===== config.mk =====
export PLATFORM = sky130hd
export DESIGN_NAME = mem_port_arbiter
export DESIGN_NICKNAME = d
export VERILOG_FILES = /design/src/rtl/kasumi_pkg.sv /design/src/rtl/mem_port_arbiter.sv
export SDC_FILE = /design/constraint.sdc
export NUM_CORES = 1
export LEC_CHECK = 0
export ABC_AREA = 1
export CORE_AREA = 4 4 124 126
export CTS_BUF_LIST = sky130_fd_sc_hd__clkbuf_2
export CTS_CLUSTER_SIZE = 12
export DETAILED_ROUTE_END_ITERATION = 8
export DIE_AREA = 0 0 128 130
export GPL_TIMING_DRIVEN = 0
export PLACE_DENSITY = 0.78
export SETUP_SLACK_MARGIN = 0.3
export SYNTH_ARGS = -nofsm -noshare
export SYNTH_HDL_FRONTEND = slang
export SYNTH_SLANG_ARGS = --single-unit

===== constraint.sdc =====
create_clock -name clk -period 1.9 [get_ports clk]
set_input_delay 0.285 -clock clk [delete_from_list [all_inputs] [get_ports clk]]
set_output_delay 0.285 -clock clk [all_outputs]
set_load 0.1 [all_outputs]

===== src/rtl/kasumi_pkg.sv =====
// Shared types and default widths for the unified-memory port arbiter.
package kasumi_pkg;

   localparam int ADDR_W_DEF      = 32;
   localparam int DATA_W_DEF      = 32;
   localparam int MAX_D_BURST_DEF = 4;

   typedef enum logic [1:0] {
      IDLE  = 2'd0,
      ISSUE = 2'd1,
      WAIT  = 2'd2,
      RESP  = 2'd3
   } arb_state_t;

   typedef enum logic {
      OWN_I = 1'b0,
      OWN_D = 1'b1
   } arb_owner_t;

endpackage


===== src/rtl/mem_port_arbiter.sv =====
// Shares one single-ported memory between the fetch port and the data port,
// one transaction at a time, with bounded data priority and fetch cancellation.
module mem_port_arbiter
   import kasumi_pkg::*;
#(
   parameter int ADDR_W      = ADDR_W_DEF,
   parameter int DATA_W      = DATA_W_DEF,
   parameter int MAX_D_BURST = MAX_D_BURST_DEF
) (
   input  logic                clk,
   input  logic                rst_n,
   input  logic                i_req,
   input  logic [ADDR_W-1:0]   i_addr,
   input  logic                i_flush,
   output logic                i_ack,
   output logic [DATA_W-1:0]   i_rdata,
   input  logic                d_req,
   input  logic                d_we,
   input  logic [ADDR_W-1:0]   d_addr,
   input  logic [DATA_W-1:0]   d_wdata,
   input  logic [DATA_W/8-1:0] d_wstrb,
   output logic                d_ack,
   output logic [DATA_W-1:0]   d_rdata,
   output logic                mem_req,
   output logic                mem_we,
   output logic [ADDR_W-1:0]   mem_addr,
   output logic [DATA_W-1:0]   mem_wdata,
   output logic [DATA_W/8-1:0] mem_wstrb,
   input  logic                mem_gnt,
   input  logic                mem_rvalid,
   input  logic [DATA_W-1:0]   mem_rdata,
   output logic                busy
);

   localparam int STRB_W   = DATA_W / 8;
   localparam int STREAK_W = $clog2(MAX_D_BURST + 1);
   localparam logic [STREAK_W-1:0] STREAK_MAX = STREAK_W'(MAX_D_BURST);

   arb_state_t          state_q;
   arb_owner_t          owner_q;
   logic                drop_q;
   logic [STREAK_W-1:0] streak_q;
   logic [STREAK_W-1:0] streak_d;
   logic                mem_req_q;
   logic                mem_we_q;
   logic [ADDR_W-1:0]   mem_addr_q;
   logic [DATA_W-1:0]   mem_wdata_q;
   logic [STRB_W-1:0]   mem_wstrb_q;
   logic                i_ack_q;
   logic [DATA_W-1:0]   i_rdata_q;
   logic                d_ack_q;
   logic [DATA_W-1:0]   d_rdata_q;
   logic                busy_q;

   logic i_live;
   logic any_req;
   logic fetch_wins;
   logic fetch_cancel;

   // A fetch arriving together with a redirect is stale and never competes.
   assign i_live       = i_req & ~i_flush;
   assign any_req      = i_live | d_req;
   assign fetch_wins   = i_live & (~d_req | (streak_q == STREAK_MAX));
   assign fetch_cancel = i_flush & (owner_q == OWN_I);

   always_comb begin
      streak_d = streak_q;
      if (state_q == IDLE) begin
         if (!i_req || fetch_wins) begin
            streak_d = '0;
         end else if (d_req && (streak_q != STREAK_MAX)) begin
            streak_d = streak_q + 1'b1;
         end
      end
   end

   always_ff @(posedge clk or negedge rst_n) begin
      if (!rst_n) begin
         state_q     <= IDLE;
         owner_q     <= OWN_I;
         drop_q      <= 1'b0;
         streak_q    <= '0;
         mem_req_q   <= 1'b0;
         mem_we_q    <= 1'b0;
         mem_addr_q  <= '0;
         mem_wdata_q <= '0;
         mem_wstrb_q <= '0;
         i_ack_q     <= 1'b0;
         i_rdata_q   <= '0;
         d_ack_q     <= 1'b0;
         d_rdata_q   <= '0;
         busy_q      <= 1'b0;
      end else begin
         i_ack_q  <= 1'b0;
         d_ack_q  <= 1'b0;
         streak_q <= streak_d;
         case (state_q)
            IDLE: begin
               if (any_req) begin
                  state_q   <= ISSUE;
                  busy_q    <= 1'b1;
                  mem_req_q <= 1'b1;
                  drop_q    <= 1'b0;
                  if (fetch_wins) begin
                     owner_q     <= OWN_I;
                     mem_we_q    <= 1'b0;
                     mem_addr_q  <= i_addr;
                     mem_wdata_q <= '0;
                     mem_wstrb_q <= '0;
                  end else begin
                     owner_q     <= OWN_D;
                     mem_we_q    <= d_we;
                     mem_addr_q  <= d_addr;
                     mem_wdata_q <= d_wdata;
                     mem_wstrb_q <= d_we ? d_wstrb : '0;
                  end
               end
            end
            ISSUE: begin
               if (fetch_cancel) begin
                  drop_q <= 1'b1;
               end
               if (mem_gnt) begin
                  mem_req_q <= 1'b0;
                  state_q   <= WAIT;
               end
            end
            WAIT: begin
               if (fetch_cancel) begin
                  drop_q <= 1'b1;
               end
               if (mem_rvalid) begin
                  state_q <= RESP;
                  if (owner_q == OWN_D) begin
                     d_ack_q <= 1'b1;
                     if (!mem_we_q) begin
                        d_rdata_q <= mem_rdata;
                     end
                  end else if (!(drop_q || i_flush)) begin
                     // The memory still completes a cancelled fetch; only the ack is withheld.
                     i_ack_q   <= 1'b1;
                     i_rdata_q <= mem_rdata;
                  end
               end
            end
            RESP: begin
               state_q <= IDLE;
               busy_q  <= 1'b0;
               drop_q  <= 1'b0;
            end
            default: begin
               state_q <= IDLE;
               busy_q  <= 1'b0;
            end
         endcase
      end
   end

   assign i_ack     = i_ack_q;
   assign i_rdata   = i_rdata_q;
   assign d_ack     = d_ack_q;
   assign d_rdata   = d_rdata_q;
   assign mem_req   = mem_req_q;
   assign mem_we    = mem_we_q;
   assign mem_addr  = mem_addr_q;
   assign mem_wdata = mem_wdata_q;
   assign mem_wstrb = mem_wstrb_q;
   assign busy      = busy_q;

endmodule


==> impl_metrics.json, run 1 <==
{
  "status": "completed",
  "drv_slew": 0,
  "fill_cells": 894,
  "start_util": 0.4242,
  "setup_tns_ns": 0,
  "startpoint": "mem_wdata[20]",
  "core-area_mm2": 0.01431,
  "cp_top_family": "flip-flops",
  "drive_gt1_frac": 0.2464,
  "synth-xor-area-share": 0.001442,
  "syn_area_mm2": 0.006072,
  "antenna_found_initial": 0,
  "row_count": 44,
  "dr.pass1.iters": 5,
  "synth.most_common_cell": "nand2_1",
  "die-height_um": 130,
  "synthAdderAreaFrac": 0.01236,
  "cts-root-buf": "clkbuf_2",
  "port_buffers": 276,
  "critPathSlowestCell": "dfrtp_1",
  "grt_usage": 0.2513,
  "place.gp.congestion": 0.8401,
  "initialDrtViolationCount": 391,
  "yosysWarningCount": 0,
  "hold_path_class": "primary input to async pin",
  "cts-htree-levels": 4,
  "synth.top_cell.area_share": 0.5934,
  "synthCells": 721,
  "fin_crit_sh": 0.8939,
  "yosys-top-cells-area": "dfrtp_1 59%, nand2_1 20%, nand3_1 6.3%",
  "finClkSkew_ns": 0.03126,
  "cts_tree": "yes",
  "nNetsFinal": 1188,
  "syn_to_final_growth_pct": 83.66,
  "drc_errors": 0,
  "finalCriticalPeriod_ns": 1.698,
  "synthTopCellsByCount": "323 x nand2_1, 144 x dfrtp_1, 76 x nand3_1",
  "clk_pin_slew_worst_paths_ns": 0.21,
  "synth_top_family_by_area": "simple AND/OR/NAND/NOR gates",
  "r2r_start": "state_q[1]",
  "fin_util": 0.7791,
  "critPathMaxStageDelay_ns": 0.48,
  "synth_edf_count": 0,
  "seq_area_frac_synth": 0.5934,
  "slew_headroom": 0.6118,
  "grt_setup_unrepaired": "yes",
  "synthSimpleGateAreaFrac": 0.2691,
  "routed_wl_um": 22640,
  "io_pins": 277,
  "synth_area_per_cell_um2": 8.422,
  "grt_overflow": 0,
  "arrival_ns": 1.41,
  "cts_num_sinks": 144,
  "hold_viol_final": 0,
  "num_vias": 6188,
  "grt_first_pass_wirelength_um": 32480,
  "multi_input_area_mm2": 0.002196,
  "muxShareOfSynthArea": 0,
  "worst_setup_path_end_kind": "primary output",
  "critPathLaunchType": "register",
  "detail_route.wl_per_cell_um": 18.26,
  "setup_violations": 0,
  "numCtsBuffers": 17,
  "async_reset_ff_frac": 1.000,
  "synth_top_flop_cell": "dfrtp_1",
  "grt_pass1_vias": 6130,
  "clock_latency_ns": 0.73,
  "max_cap_violations": 0,
  "crit_chain": "buf_12",
  "grt_max_degree": 87,
  "yosys.area.top_type": "dfrtp_1",
  "worstMarginPinSlew_ns": 0.5822,
  "synth_cell_type_count": 19,
  "avgViaCountPerCell": 4.990,
  "ys_ff_latch": 144,
  "crit_path_max_fanout": 2,
  "die-area_mm2": 0.01664,
  "dp_hpwl_um": 14750,
  "seq_area_mm2": 0.003606,
  "clock.fmax_mhz": 588.8,
  "synth-compound-area-share": 0.06244,
  "die_w_um": 128,
  "ant_nets": 0,
  "path_class": "register to primary output",
  "crit_buf_inv": 1,
  "syn_nets": 867,
  "clockBufferDepth": 2,
  "required_ns": 1.62
}
-- flip-flops by register name (all words and copies together), names as in the netlist --
name / flops
d_rdata: 32
mem_we: 1
mem_req: 1
state_q: 2
owner_q: 1
busy: 1
i_rdata: 32
i_ack: 1
drop_q: 1
streak_q: 3
mem_wstrb: 4
d_ack: 1
mem_wdata: 32
mem_addr: 32
-- layer usage --
metal / GRT usage / up-vias / wire, µm
li1: - / 2913 / -
met1: 0.3073 / 2995 / 8562
met2: 0.4224 / 212 / 11810
met3: 0.06427 / 68 / 1165
met4: 0.1117 / 0 / 1099
met5: 0 / - / 0
-- cell type report --
| class | count | area share |
|---|---|---|
| timing repair buffer | 301 | 0.3895 |
| sequential | 144 | 0.3233 |
| multi-input combinational | 489 | 0.1969 |
| buffer | 40 | 0.03175 |
| tap | 184 | 0.02064 |
| inverter | 49 | 0.01672 |
| clock inverter | 14 | 0.01279 |
| clock buffer | 18 | 0.008078 |
| antenna | 1 | 0.0002244 |
-- cells in the final DEF, fill, tap and decap left out --
| cell | n |
|---|---|
| o21ai_1 | 28 |
| or2_2 | 1 |
| xnor2_1 | 1 |
| nor2_1 | 4 |
| ha_1 | 4 |
| bufinv_16 | 2 |
| dfrtp_2 | 2 |
| inv_1 | 44 |
| a21boi_0 | 1 |
| nand2_4 | 3 |
| nand2_1 | 320 |
| inv_6 | 1 |
| buf_8 | 7 |
| nand3_1 | 75 |
| buf_4 | 30 |
| nor2_2 | 2 |
| dfrtp_1 | 142 |
| nand2_2 | 1 |
| dlygate4sd3_1 | 2 |
| nand3_2 | 1 |
| o21ai_0 | 35 |
| clkinv_4 | 1 |
| ha_4 | 2 |
| buf_16 | 1 |
| clkbuf_2 | 23 |
| buf_2 | 5 |
| clkbuf_4 | 2 |
| buf_6 | 17 |
| nand4_1 | 1 |
| inv_2 | 4 |
| buf_12 | 134 |
| inv_4 | 1 |
| clkdlybuf4s50_1 | 138 |
| o21ai_2 | 8 |
| nor2_4 | 1 |
| a21oi_4 | 1 |
| clkinv_2 | 4 |
| diode_2 | 1 |
| clkinvlp_4 | 6 |
-- logic make-up after synthesis --
logic type / count (synthesis)
buffers and inverters: 89
AND/OR/NAND/NOR: 408
adder cells (fa/ha/maj): 6
XOR/XNOR: 1
flip-flops: 144
AO/OA/AOI/OAI: 73
-- what timing repair did --
action / 4_1_cts / 5_1_grt
pin swaps: 1 / 4
resized for setup: 1110 / 281
hold buffers: 1 / 1
setup buffers: 9 / 12
gates cloned: 0 / 2
endpoints found under the hold margin: 94 / 1
setup endpoints to repair: 276 / 273
-- per-stage QoR --
stage               area, µm²  cells  hold WS [ns]  setup slack (ns)
finish                  11150   1240       0.06294            0.2016
global route            11150   1239     -0.007513           0.08090
CTS                     10220   1224       0.02539            0.1616
detailed placement       9095   1182        0.3003           -0.2368
global placement         9066   1181        0.4553            -5.799
floorplan                6073    721      -0.01059            0.4243
-- final timing paths --
check	to	slack, ns	cells after the start
setup / recovery	mem_wdata[20]	0.20	1
hold / removal	mem_addr[31]	0.06	2
setup reg to reg	i_rdata[23]	0.35	9
hold reg to reg	drop_q	0.52	2
max in group asynchronous	i_rdata[7]	1.00	3
min in group clk	mem_wdata[10]	0.08	3
Power of run 1 is left out: the tool's default activity adds up to more than one toggle a clock period on the data nets, which glitch-free logic cannot reach.
==> inputs of run 2 (changes only) <==
--- a/config.mk
+++ b/config.mk
@@ -8,7 +8,6 @@
 export ABC_AREA = 1
 export CORE_AREA = 4 4 124 126
 export CTS_BUF_LIST = sky130_fd_sc_hd__clkbuf_2
-export CTS_CLUSTER_SIZE = 12
 export DETAILED_ROUTE_END_ITERATION = 8
 export DIE_AREA = 0 0 128 130
 export GPL_TIMING_DRIVEN = 0
==> results of run 2 <==
Same layout as run 1: the final DEF is identical, and so are final timing and power.
Power of run 2 is left out for the same reason.
==> inputs of run 3 (changes only) <==
--- a/config.mk
+++ b/config.mk
@@ -6,12 +6,12 @@
 export NUM_CORES = 1
 export LEC_CHECK = 0
 export ABC_AREA = 1
-export CORE_AREA = 4 4 124 126
-export CTS_BUF_LIST = sky130_fd_sc_hd__clkbuf_2
+export CORE_AREA = 2 2 124 126
+export CTS_BUF_LIST = sky130_fd_sc_hd__clkbuf_16
 export DETAILED_ROUTE_END_ITERATION = 8
-export DIE_AREA = 0 0 128 130
+export DIE_AREA = 0 0 126 128
 export GPL_TIMING_DRIVEN = 0
-export PLACE_DENSITY = 0.78
+export PLACE_DENSITY = 0.76
 export SETUP_SLACK_MARGIN = 0.3
 export SYNTH_ARGS = -nofsm -noshare
 export SYNTH_HDL_FRONTEND = slang
==> impl_metrics.json, run 3 (synthesized netlist as in run 1, its figures left out) <==
{
  "hold_viol_final": 0,
  "start_util": 0.4085,
  "multi_input_area_mm2": 0.002173,
  "setup_slack_ns": 0.3387,
  "antenna_found_initial": 0,
  "hold_path_class": "primary input to async pin",
  "arrival_ns": 1.90,
  "drc_errors": 0,
  "cts_num_sinks": 144,
  "clk_pin_slew_worst_paths_ns": 0.06,
  "place_area_mm2": 0.009100,
  "critPathMaxStageDelay_ns": 0.41,
  "grt_pass1_vias": 5681,
  "clock.fmax_mhz": 640.5,
  "final_cell_mix": "320 x nand2_1, 150 x buf_2, 143 x dfrtp_1",
  "setup_violations": 0,
  "grt_overflow": 0,
  "dp_slack_ns": -0.2596,
  "drive_gt1_frac": 0.2245,
  "drv_slew": 0,
  "cts-root-buf": "clkbuf_16",
  "avgViaCountPerCell": 4.840,
  "die-area_mm2": 0.01613,
  "stdcell_area_mm2": 0.009304,
  "fill_cells": 1314,
  "cts_tree": "yes",
  "critPathSlowestCell": "dfrtp_1",
  "place.gp.congestion": 0.9050,
  "status": "completed",
  "grt_first_pass_wirelength_um": 30280,
  "n_antenna_cell": 0,
  "grt_setup_unrepaired": "yes",
  "detail_route.wl_per_cell_um": 15.96,
  "path_class": "register to register",
  "fin_crit_sh": 0.8218,
  "dr.pass1.iters": 5,
  "required_ns": 2.24,
  "initialDrtViolationCount": 397,
  "cts-htree-levels": 4,
  "fin_util": 0.6259,
  "finalCriticalPeriod_ns": 1.561,
  "io_pins": 277,
  "clockBufferDepth": 2,
  "setup_tns_ns": 0,
  "nNetsFinal": 1171,
  "crit_chain": "inv_2 > ha_4 > inv_1 > nor2_2 > nand3_2 > buf_6 > clkbuf_2 > o21ai_0",
  "r2r_start": "state_q[0]",
  "grt_max_degree": 84,
  "port_buffers": 276,
  "die-height_um": 128,
  "num_vias": 5934,
  "worstMarginPinSlew_ns": 0.6021,
  "r2r_end": "i_rdata[8]",
  "routed_wl_um": 19560,
  "ant_nets": 0,
  "dp_hpwl_um": 14180,
  "grt_usage": 0.2399,
  "finClkSkew_ns": 0.005393,
  "syn_to_final_growth_pct": 53.22,
  "row_count": 45,
  "crit_path_max_fanout": 10,
  "numCtsBuffers": 17,
  "seq_area_mm2": 0.003605,
  "layout_commonest_cell": "nand2_1",
  "worst_setup_path_end_kind": "register",
  "slew_headroom": 0.5986,
  "max_cap_violations": 0,
  "die_w_um": 126,
  "r2r_setup_slack_ns": 0.34,
  "rr_worst_depth": 8,
  "clock_latency_ns": 0.42,
  "core-area_mm2": 0.01486,
  "critPathLaunchType": "register"
}
## run 3: metrics by stage
stage	cells	hold WS (ns)
after floorplan	721	-0.01059
after global placement	1185	0.4580
after detailed placement	1186	0.3032
after CTS	1220	0.4066
after global routing	1226	0.4280
final	1226	0.3943
## run 3: layout make-up
type / count / share of cell area
sequential: 144 / 0.3874
timing repair buffer: 285 / 0.2360
multi-input combinational: 488 / 0.2336
clock buffer: 17 / 0.04572
buffer: 40 / 0.03389
tap: 188 / 0.02528
inverter: 49 / 0.02004
clock inverter: 15 / 0.01802
## run 3: worst max-delay path by stage
stage / from / endpoint / slack [ns] / cells after the start
finish: state_q[0] / i_rdata[8] / 0.34 / 8
global route: state_q[0] / i_rdata[8] / 0.25 / 8
CTS: state_q[0] / i_rdata[26] / 0.29 / 7
detailed placement: i_req / mem_addr[16] / -0.26 / 9
global placement: rst_n / mem_we / -5.85 / 1
floorplan: mem_we / d_rdata[10] / 0.42 / 5
## run 3: what timing repair did
action                                 in CTS  in global routing
buffers inserted                            1                  4
gates cloned                                0                  2
endpoints found under the hold margin      61                  0
hold buffers                                1                  0
gates resized for setup                   714                 77
setup endpoints to repair                 273                137
pin swaps                                   1                  1
## run 3: routing by layer
layer | share of wire | up-vias | track usage
met2 | 0.50 | 206 | 0.4029
met4 | 0.028 | 0 | 0.09050
li1 | - | 2865 | -
met3 | 0.063 | 41 | 0.05467
met1 | 0.41 | 2822 | 0.3049
met5 | 0 | - | 0
## run 3: worst max-delay path: cells and delay by family, from the launching register on
kind | cells | cell delay, ns
AND/OR/NAND/NOR | 2 | 0.20
adder cells (fa/ha/maj) | 1 | 0.15
flip-flops | 1 | 0.41
AO/OA/AOI/OAI | 1 | 0.19
buffers and inverters | 4 | 0.53
Power of run 3 is left out for the same reason.
